$ cat src/rtl/loop_stack.sv
// Loop-start address LIFO for the bracket sequencer.
// Top entry and status are registered; mem holds every live entry.
module loop_stack #(
  parameter int WIDTH      = 8,
  parameter int DEPTH_LOG2 = 4
) (
  input  logic                  clk,
  input  logic                  reset,
  input  logic                  ce,
  input  logic                  push,
  input  logic                  pop,
  input  logic [WIDTH-1:0]      d,
  output logic [WIDTH-1:0]      top,
  output logic [DEPTH_LOG2:0]   depth,
  output logic                  empty,
  output logic                  full,
  output logic                  overflow,
  output logic                  underflow
);

  localparam int DEPTH = 2 ** DEPTH_LOG2;
  localparam logic [DEPTH_LOG2:0] D_ZERO = '0;
  localparam logic [DEPTH_LOG2:0] D_ONE  = (DEPTH_LOG2+1)'(1);
  localparam logic [DEPTH_LOG2:0] D_MAX  = (DEPTH_LOG2+1)'(DEPTH);
  localparam logic [DEPTH_LOG2-1:0] P_ONE = DEPTH_LOG2'(1);
  localparam logic [DEPTH_LOG2-1:0] P_TWO = DEPTH_LOG2'(2);

  logic [WIDTH-1:0]      mem [DEPTH];
  logic [DEPTH_LOG2-1:0] ptr;
  logic [DEPTH_LOG2-1:0] wa;
  logic                  we;
  logic [WIDTH-1:0]      top_n;
  logic [DEPTH_LOG2:0]   depth_n;
  logic                  ovf_n;
  logic                  unf_n;
  logic                  empty_n;
  logic                  full_n;

  // Next free slot; wraps to 0 when full, which is never written then.
  assign ptr = depth[DEPTH_LOG2-1:0];

  // Decode push/pop into next state and the single mem write.
  always_comb begin
    top_n   = top;
    depth_n = depth;
    ovf_n   = overflow;
    unf_n   = underflow;
    we      = 1'b0;
    wa      = ptr;
    if (ce) begin
      unique case (1'b1)
        (push && !pop): begin
          if (full) begin
            ovf_n = 1'b1;
          end else begin
            we      = 1'b1;
            wa      = ptr;
            depth_n = depth + D_ONE;
            top_n   = d;
          end
        end
        (!push && pop): begin
          if (empty) begin
            unf_n = 1'b1;
          end else if (depth == D_ONE) begin
            depth_n = D_ZERO;
            top_n   = '0;
          end else begin
            depth_n = depth - D_ONE;
            top_n   = mem[ptr - P_TWO];
          end
        end
        (push && pop): begin
          we    = 1'b1;
          top_n = d;
          if (empty) begin
            wa      = ptr;
            depth_n = D_ONE;
          end else begin
            wa = ptr - P_ONE;
          end
        end
        default: ;
      endcase
    end
    empty_n = (depth_n == D_ZERO);
    full_n  = (depth_n == D_MAX);
  end

  // Register top, depth and status flags together.
  always_ff @(posedge clk) begin
    if (reset) begin
      top       <= '0;
      depth     <= '0;
      empty     <= 1'b1;
      full      <= 1'b0;
      overflow  <= 1'b0;
      underflow <= 1'b0;
    end else begin
      top       <= top_n;
      depth     <= depth_n;
      empty     <= empty_n;
      full      <= full_n;
      overflow  <= ovf_n;
      underflow <= unf_n;
    end
  end

  // Entry storage; contents survive reset but are unreachable.
  always_ff @(posedge clk) begin
    if (!reset && we) begin
      mem[wa] <= d;
    end
  end

endmodule
$ cat config.mk
export PLATFORM = sky130hd
export DESIGN_NAME = loop_stack
export DESIGN_NICKNAME = d
export VERILOG_FILES = /design/src/rtl/loop_stack.sv
export SDC_FILE = /design/constraint.sdc
export NUM_CORES = 1
export LEC_CHECK = 0
export ABC_AREA = 1
export CAP_MARGIN = 20
export CORE_ASPECT_RATIO = 0.6
export CORE_MARGIN = 2
export CORE_UTILIZATION = 60
export DETAILED_ROUTE_END_ITERATION = 12
export DONT_BUFFER_PORTS = 1
export HOLD_SLACK_MARGIN = 0.15
export PLACE_DENSITY = 0.76
export SLEW_MARGIN = 25
export SYNTH_ARGS = -nofsm -noshare
export SYNTH_HDL_FRONTEND = slang
export SYNTH_SLANG_ARGS = --single-unit
$ cat constraint.sdc
create_clock -name clk -period 3.96 [get_ports clk]
set_clock_uncertainty 0.1 [all_clocks]
set_input_delay 0.396 -clock clk [delete_from_list [all_inputs] [get_ports clk]]
set_output_delay 0.396 -clock clk [all_outputs]
set_load 0.01 [all_outputs]
; ---- Word-level counts from Yosys, hierarchy flattened
; Memory sizes are Yosys's and may differ from the RTL's.
; Index checks and enable logic that the tools add are counted.
[word_totals]
ram_bits = 128
input_bits = 13
mem_count = 1
regBits = 17
out_inout_bits = 17
[classes]
add_sub_neg = 4
reduce_logical = 12
n_mux = 18
eq_ne = 4
[memory_table]
columns = name, depth, word_bits, read_ports, rd_ports_with_merged_regs, wr, line_no
row1 = mem, 16, 8, 1, 0, 1, 28  ; logic [WIDTH-1:0] mem [DEPTH];
[ops]
columns = cell, count
row1 = $mux 5, 5
row2 = $mux 8, 3
row3 = $pmux 8 s3, 1
row4 = $pmux 5 s3, 1
row5 = $mux 4, 3
row6 = $reduce_and 3->1, 2
row7 = $add 5x1->5 const B, 1
row8 = $eq 5x1->1 const B, 1
row9 = $eq 5x5->1 const B, 1
row10 = $logic_not 5->1, 1
row11 = $sub 5x1->5 const B, 1
row12 = $logic_and 1x1->1, 4
row13 = $mux 1, 4
row14 = $ne 2x2->1 const B, 2
row15 = $reduce_and 4->1, 1
row16 = $sub 4x1->4 const B, 1
row17 = $sub 4x2->4 const B, 1
row18 = $logic_not 1->1, 3
row19 = $reduce_bool 3->1, 1
row20 = $pmux 1 s2, 1

; ---- Depth between registers and ports, before layout
; Gate-level depths: netlist of the first run.
[depth]
ltp_word = 7
ltp_mapped = 15
ltp_nobuf = 14

; ---- Worst setup path before layout of the first run
; OpenSTA, ideal clock, no wires.
[synth_path]
path_kind = register -> register
startpoint = register depth[0]
endpoint = memory mem[2][0], enable pin
setup_time_ns = 0.370
setup_slack_ns = 1.465
t_required_ns = 3.490
path_stages_with_launch = 10
t_arrival_ns = 2.025
path_buffers = 1
path_cell_list = dfxtp_1 -> inv_2 -> buf_2 -> ha_1 -> or2_2 -> nand2_1 -> inv_1 -> o21ai_1 -> nand2_1 -> nor2_1
[synth_between]
elab_chain_len = 4
[synth_lines]
columns = item, line_no
row1 = from (decl), 14  ; output logic [DEPTH_LOG2:0] depth,
row2 = from (signal assigned), 101  ; depth <= depth_n;
row3 = $sub 4x1->4, 80  ; wa = ptr - P_ONE;
row4 = $mux 4, 76  ; if (empty) begin
row5 = $mux 4, 51  ; unique case (1'b1)
row6 = $mux 4 (*), 50  ; if (ce) begin
row7 = to (decl), 28
; Mark *: on every way between the ends. The rest lies on a longest branch, timed or not.

; ---- Final worst setup path of the first run
[layout_path]
startpoint = register depth[0]
endpoint = memory mem[0][6], enable pin
; The elaborated chain is that of the path after synthesis.

==> results of run 1 <==
through the flow:
stage	total power [mW]	util
finish	3.82	0.711
global route	3.92	0.711
CTS	3.81	0.711
detailed placement	1.98	0.633
global placement	1.98	0.633
floorplan	1.92	-
worst max path at each step:
stage | startpoint | to | cells past startpoint
after floorplan | depth[0] | mem[2][0] | 9
after global placement | depth[0] | mem[2][0] | 9
after detailed placement | depth[0] | mem[0][0] | 9
after CTS | depth[0] | mem[0][6] | 9
after global routing | depth[0] | mem[3][5] | 9
final | depth[0] | mem[0][6] | 9
worst reg2reg max path: cells and delay by family, from the launching register on:
family / cells / cell delay, ps
DFF: 1 / 330
buffers and inverters: 2 / 660
and+or+nand+nor: 6 / 1220
AOI/OAI and AO/OA: 1 / 180
state kept, by name (all words and copies together), names as in the netlist:
| register | cells |
|---|---|
| mem | 128 |
| top | 8 |
| depth | 5 |
| empty | 1 |
| full | 1 |
| overflow | 1 |
| underflow | 1 |
cell families (layout without fill, tap and decap cells):
group           Yosys count  count (layout)  share of synthesized area
flops                   145             145                      0.662
compound gates          133             133                      0.116
simple gates            249             249                      0.160
buf+inv                  65              84                     0.0456
xor+xnor                  1               1                    0.00258
fa+ha+maj                 7               7                     0.0139
layout make-up:
class / count / area share
repair buffers: 14 / 0.0186
well taps: 135 / 0.0236
clock buffers: 17 / 0.0595
flip-flops and latches: 145 / 0.586
clock inverters: 15 / 0.0338
inverters: 38 / 0.0201
multi-input cells: 390 / 0.258
where the power goes:
group          switching (mW)  total [mW]  leakage (nW)  internal (mW)
clock network           0.682        1.82         0.324           1.14
logic                   0.220       0.297         0.964         0.0778
registers              0.0220        1.70          1.29           1.68
layout by cell type (no fill, tap or decap), types with 11 or more instances in the layout:
| master | synthesis | routed |
|---|---|---|
| nor2_1 | 134 | 134 |
| edfxtp_1 | 128 | 128 |
| nand2_1 | 68 | 68 |
| o21ai_0 | 47 | 47 |
| nand3_1 | 35 | 35 |
| o21ai_1 | 34 | 34 |
| inv_1 | 31 | 31 |
| a21oi_1 | 29 | 29 |
| o211ai_1 | 19 | 19 |
| clkbuf_16 | 0 | 17 |
| dfxtp_1 | 17 | 15 |
| dlygate4sd3_1 | 0 | 11 |
routing by layer:
layer	GRT usage	vias to the layer above	part of all wire
met5	0	-	0
met2	0.426	360	0.42
met4	0.0947	0	0.025
met3	0.128	45	0.14
met1	0.461	2232	0.41
li1	-	2100	-
what timing repair did:
action,CTS,global route
endpoints found under the setup margin,0,0
hold endpoints to repair,142,0
hold buffers,11,0
==> flow_summary.toml, run 1 <==
[setup_path]
slowest_delay_ps = 620
critPathBufInv = 2
timing.rr.end = "mem[0][6]"
worstSetupPathType = "reg -> reg"
critPathMaxFanout = 79
cp_common_cell = "nand2_1"
cpLargestDelayFamily = "simple AND/OR/NAND/NOR gates"
startpoint_type = "flop"
crit_slowest_cell = "buf_4"
r2r_start = "depth[0]"
reg2reg_slack_ps = 1110
rr_worst_depth = 9
crit_arrival_ps = 2810
required_ps = 3920
crit_chain = "buf_4, nand2_1, nand3_1, nand2_1, nand2_1, inv_2, o21ai_1, nand2_1, nor2_1"
end_kind = "flop"

[placed_design]
place_area_um2 = 6370
placedCellCount = 711
dpl.hpwl_mm = 10.4
place.gp.congestion = 0.987
dp_slack_ps = 1210
io_buffers = 0

[global_routing]
grt_pass1_vias = 4500
antenna_found_initial = 0
grt_pass1_wl_mm = 25.4
grt_overflow_total = 0
grt_usage = 0.313
grt_start_max_net_pins = 80

[timing]
setup_viol_count_final = 0
rsz0062_at_grt = "false"
finalCriticalPeriod_ps = 2850
timing.final.hold_violations = 0
report.final.slew_viol_count = 0
period_share = 0.719
fmax_mhz = 351
holdWs_ps = 222
slew-limit-headroom = 0.372
worst_pin_slew_ps = 939
final.setup.tns_ps = 0
setup_ws_ps = 1110

[finish]
n_fill_cell = 673
drive_gt1_frac = 0.0856
fin_nets = 626
synthToLayoutAreaGrowth_pct = 13.1
instances_no_fill = 754
final-seq-area_um2 = 4190
design_area_um2 = 7140
multi_input_area_um2 = 1850
num_antenna_cells = 0

[synthesis]
synth_seq_cells = 145
yosysMostFrequentCell = "nor2_1"
synth_top_area_frac = 0.608
synth_cell_types = 28
async_reset_ff_frac = 0
synth_area_um2 = 6320
synth_flop_cell = "edfxtp_1"
avgSynthCellArea_um2 = 10.5
yosysTopAreaCell = "edfxtp_1"
synth_edf_count = 128
ys_seq_area_frac = 0.662
syn-num-nets = 620
synth_cells = 600
synth_common_cells = "nor2_1, edfxtp_1, nand2_1, o21ai_0, nand3_1"
yosysWarnings = 0
yosys-top-cells-area = "edfxtp_1, nor2_1, dfxtp_1, nand2_1, o21ai_0"

[routing]
viasPerCell = 6.28
vias = 4737
wl_per_cell_um = 22.4
drtIter0Drc = 808
final_antenna_net_count = 0
route.detailed.drc = 0
wl_mm = 16.9
firstDrtPassIters = 6

[floorplanning]
core_area_um2 = 10100
chipWidth_um = 136
ios = 30
placementRows = 28
dieArea_um2 = 11400
start_util = 0.628
die_h_um = 83.5

[clock_network]
cts_setup_buffers = 0
cts_tree = "built"
cts_htree_levels = 4
clk_latency_ps = 430
cts_resized = 0
root_buffer = "clkbuf_16"
clockBufferDepth = 2
clkTransAtPathRegs_ps = 60
clock-sinks = 145
cts_buffers = 17

[min_path]
hold_class = "in -> reg"
min_path_cells = 4
min_to = "depth[2]"
hp-start = "push"

[run_status]
status = "finished clean"

[power]
p_per_area_nw_per_um2 = 535
leakagePower_nw = 2.58
vdd_drop_max_v = 0.000367

[job]
max_cap_violations = 0
Note: power is estimated with default switching activity, not from simulation.
==> inputs of run 2 (changes only) <==
==> constraint.sdc (replaced) <==
create_clock -name clk -period 2.8 [get_ports clk]
set_clock_uncertainty 0.1 [all_clocks]
set_input_delay 0.28 -clock clk [delete_from_list [all_inputs] [get_ports clk]]
set_output_delay 0.28 -clock clk [all_outputs]
set_load 0.01 [all_outputs]
==> run 2 against run 1 <==
  * Clock power rose by 27%
  * Register-to-register slack got worse by 890 ps
  * Clock-buffer cell count rose by 1
  * Critical path depth fell by 1
  * Critical path type unchanged
==> flow_summary.toml, run 2 (same netlist as run 1, synthesis figures left out) <==
[run_status]
status = "finished clean"

[floorplanning]
die_h_um = 83.5
core_area_um2 = 10100
chipWidth_um = 136
start_util = 0.628
ios = 30
dieArea_um2 = 11400
placementRows = 28

[global_routing]
grt_pass1_wl_mm = 24.6
grt_overflow_total = 0
antenna_found_initial = 0
grt_start_max_net_pins = 79
grt_usage = 0.298
grt_pass1_vias = 4441

[routing]
route.detailed.drc = 0
wl_mm = 16.0
wl_per_cell_um = 20.8
drtIter0Drc = 848
final_antenna_net_count = 0
viasPerCell = 6.13
vias = 4718
firstDrtPassIters = 6

[timing]
worst_pin_slew_ps = 965
rsz0062_at_grt = "false"
setup_viol_count_final = 0
final.setup.tns_ps = 0
finalCriticalPeriod_ps = 2580
slew-limit-headroom = 0.355
fmax_mhz = 388
period_share = 0.921
report.final.slew_viol_count = 0
timing.final.hold_violations = 0

[power]
leakagePower_nw = 2.63
power_switching_mw = 1.25
p_per_area_nw_per_um2 = 715
pwr-share-clk = 0.450
p_comb_frac = 0.083
seqPwrFrac = 0.466
vdd_drop_max_v = 0.000593
power.share.switching = 0.241
p_int_mw = 3.91

[finish]
final-seq-area_um2 = 4190
num_antenna_cells = 0
largest_reg_flops = 128
regMostFlops = "mem"
n_fill_cell = 662
synthToLayoutAreaGrowth_pct = 14.2
layout_common_cells = "nor2_1, edfxtp_1, nand2_1, o21ai_0, nand3_1"
multi_input_area_um2 = 1850
drive_gt1_frac = 0.104
final_core_util = 0.717
fin_nets = 642
final_common_cell = "nor2_1"
largestRegisters = "mem x128, top x8, depth x5"

[clock_network]
clock-sinks = 145
clockBufferDepth = 2
cts_tree = "built"
cts_setup_buffers = 0
cts_htree_levels = 4
cts_buffers = 17
clkTransAtPathRegs_ps = 60
clk_latency_ps = 430
root_buffer = "clkbuf_16"

[placed_design]
io_buffers = 0
dpl.hpwl_mm = 10.3
place.gp.congestion = 1.00

[setup_path]
crit_end = "mem[12][1]"
r2r_start = "depth[0]"
required_ps = 2760
rr_worst_depth = 8
critPathMaxFanout = 59
end_kind = "flop"
timing.rr.end = "mem[12][1]"
crit_start = "depth[0]"
reg2reg_slack_ps = 220
crit_arrival_ps = 2540
startpoint_type = "flop"
worstSetupPathType = "reg -> reg"

[min_path]
hold_class = "in -> reg"
hp-start = "pop"

[job]
max_cap_violations = 0
## run 2: changes by cell type in the layout (fill, tap and decap cells not counted), sizes merged
cell	change
inv	-4
clkbuf	+1
clkinvlp	+2
buf	+15
clkinv	+3
bufinv	-2
dlygate4sd3	+1
## run 2: layout make-up
cell class,count,area share
Timing Repair Buffer,30,0.0359
Sequential cell,145,0.580
Tap cell,135,0.0234
Multi-Input combinational cell,390,0.256
Clock buffer,18,0.0595
Clock inverter,14,0.0250
Inverter,38,0.0199
## run 2: worst min-delay path by stage
stage / slack (ps) / to / cells after the start
after floorplan: 250 / depth[1] / 1
after global placement: 250 / depth[3] / 1
after detailed placement: 260 / depth[2] / 1
after CTS: 170 / depth[3] / 4
after global routing: 230 / underflow / 4
final: 200 / underflow / 4
## run 2: repair_timing
action | CTS | global route
setup endpoints to repair | 0 | 1
hold buffers | 12 | 0
endpoints found under the hold margin | 145 | 0
gates resized for setup | 0 | 1
## run 2: critical path, stage by stage (launching register included)
cell	delay (ps)
dfxtp_2	330
inv_2	70
buf_4	500
nand2_1	130
o21ai_1	140
inv_1	60
nor2_1	130
nand2_1	140
nor2_1	570
## run 2: routing by layer
metal / wire length, um / share of wire / track usage
met1: 6830 / 0.43 / 0.448
met2: 6590 / 0.41 / 0.395
met3: 2310 / 0.14 / 0.125
met4: 267 / 0.017 / 0.0862
met5: 0 / 0 / 0
## run 2: through the flow
step / instances / power [mW] / area (um2) / hold slack [ps] / setup slack (ps)
3_5_place_dp: 726 / 2.81 / 6480 / 255 / 369
6_report: 770 / 5.16 / 7210 / 197 / 222
2_1_floorplan: 600 / 2.72 / 6320 / 249 / 305
5_1_grt: 770 / 5.30 / 7210 / 228 / 29.4
4_1_cts: 770 / 5.14 / 7210 / 172 / 182
3_3_place_gp: 726 / 2.80 / 6480 / 251 / 434
## run 2: power groups by stage
stage	Combinational (mW)	Clock [mW]	Sequential (mW)
floorplan	0.269	0	2.45
global placement	0.350	0	2.45
detailed placement	0.355	0	2.45
CTS	0.413	2.33	2.41
global route	0.467	2.43	2.41
finish	0.429	2.32	2.41
==> inputs of run 3 (changes only) <==
--- a/config.mk
+++ b/config.mk
@@ -7,7 +7,7 @@
 export LEC_CHECK = 0
 export ABC_AREA = 1
 export CAP_MARGIN = 20
-export CORE_ASPECT_RATIO = 0.6
+export CORE_ASPECT_RATIO = 1.5
 export CORE_MARGIN = 2
 export CORE_UTILIZATION = 60
 export DETAILED_ROUTE_END_ITERATION = 12
==> run 3 against run 2 <==
  * Cell area grew 0.62%
  * Sequential cell count is the same
  * Global-route usage grew 0.39 points
  * Clock power grew 5%
  * Combinational power grew 1%
  * Via count shrank 4.5%
  * Non-clock buffer count is the same
  * Clock-buffer cell count is the same
  * Maximum frequency grew 3.6%
  * Worst setup slack gained 90 ps
  * First-iteration DRC count shrank 57%
  * Cell count grew 0.91%
==> flow_summary.toml, run 3 (same netlist as run 1, synthesis figures left out) <==
[placed_design]
io_buffers = 0
place_area_um2 = 6480
dpl.hpwl_mm = 10.0
place.gp.congestion = 0.949
dp_slack_ps = 308

[power]
leakagePower_nw = 2.65
vdd_drop_max_v = 0.000446
p_per_area_nw_per_um2 = 728
total_power_mw = 5.28

[finish]
synthToLayoutAreaGrowth_pct = 14.9
drive_gt1_frac = 0.103
layout_common_cells = "nor2_1, edfxtp_1, nand2_1, o21ai_0, nand3_1"
design_area_um2 = 7260
fin_nets = 642
final_common_cell = "nor2_1"
largestRegisters = "mem x128, top x8, depth x5"
largest_reg_flops = 128
regMostFlops = "mem"

[routing]
final_antenna_net_count = 0
route.detailed.drc = 0
drtIter0Drc = 366
wl_per_cell_um = 20.4
firstDrtPassIters = 6
wl_mm = 15.9
vias = 4505
viasPerCell = 5.80

[global_routing]
grt_usage = 0.302
antenna_found_initial = 2
grt_start_max_net_pins = 79
grt_pass1_wl_mm = 24.4
grt_pass1_vias = 4539
grt_overflow_total = 0

[setup_path]
critPathMaxFanout = 19
crit_arrival_ps = 2440
worstSetupPathType = "reg -> reg"
required_ps = 2750
startpoint_type = "flop"
reg2reg_slack_ps = 310
end_kind = "flop"

[timing]
setup_viol_count_final = 0
report.final.slew_viol_count = 0
finalCriticalPeriod_ps = 2490
rsz0062_at_grt = "false"
final.setup.tns_ps = 0
holdWs_ps = 204
slew-limit-headroom = 0.372
setup_ws_ps = 312
fmax_mhz = 402
timing.final.hold_violations = 0
period_share = 0.889
worst_pin_slew_ps = 939

[job]
max_cap_violations = 0

[clock_network]
clkTransAtPathRegs_ps = 60
cts_tree = "built"
clock-sinks = 145
cts_buffers = 17
clk_latency_ps = 410
root_buffer = "clkbuf_16"
cts_htree_levels = 4
clockBufferDepth = 2

[min_path]
hold_class = "in -> reg"

[floorplanning]
die_h_um = 130
placementRows = 45
start_util = 0.620
ios = 30
chipWidth_um = 87.8
core_area_um2 = 10200
dieArea_um2 = 11400

[run_status]
status = "finished clean"
[run 3: cell count changes in the layout (fill, tap and decap cells not counted)]
cell / previous run / this run
buf_4: 17 / 16
bufinv_16: 3 / 5
clkinv_1: 1 / 0
clkinv_2: 1 / 3
clkinvlp_4: 3 / 2
diode_2: 0 / 2
dlygate4sd3_1: 12 / 13
inv_6: 4 / 2
inv_8: 1 / 0
[run 3: path summary, 6_finish.rpt]
kind	start	end	cells after the start
max	depth[0]	mem[10][6]	9
min	pop	depth[3]	4
max reg2reg	depth[0]	mem[10][6]	9
min reg2reg	overflow	overflow	2
[run 3: layout make-up]
| type | instances | area [um2] |
|---|---|---|
| sequential | 145 | 4190 |
| fill | 745 | 2930 |
| multi-input combinational | 390 | 1850 |
| clock buffer | 18 | 429 |
| timing repair buffer | 30 | 262 |
| clock inverter | 13 | 210 |
| tap | 141 | 176 |
| inverter | 38 | 144 |
| antenna | 2 | 5.00 |
[run 3: repair_timing]
action	in CTS	in global routing
hold buffers	13	0
resized for setup	0	1
setup buffers	0	0
setup endpoints to repair	0	1
hold endpoints to repair	145	0
[run 3: worst max-delay path, stage by stage (launching register included)]
cell,delay [ps]
dfxtp_2,360
inv_2,50
buf_4,190
ha_1,310
inv_1,40
o21ai_1,170
inv_1,60
nor2_1,130
nand2_1,150
nor2_1,560
[run 3: report_power, final]
| part | switching [mW] | internal (mW) | leakage (nW) |
|---|---|---|---|
| sequential | 0.0258 | 2.38 | 1.29 |
| clock | 0.864 | 1.58 | 0.307 |
| combinational | 0.313 | 0.121 | 1.05 |
[run 3: stage by stage]
| stage | std cells | util |
|---|---|---|
| floorplan | 600 | - |
| global placement | 731 | 0.636 |
| detailed placement | 731 | 0.636 |
| CTS | 775 | 0.711 |
| global route | 777 | 0.712 |
| finish | 777 | 0.712 |
[run 3: routing by layer]
layer,up-vias,global-route usage,share of wire
li1,2138,-,-
met1,2126,0.370,0.38
met2,207,0.502,0.51
met3,34,0.0599,0.070
met4,0,0.160,0.042
met5,-,0,0
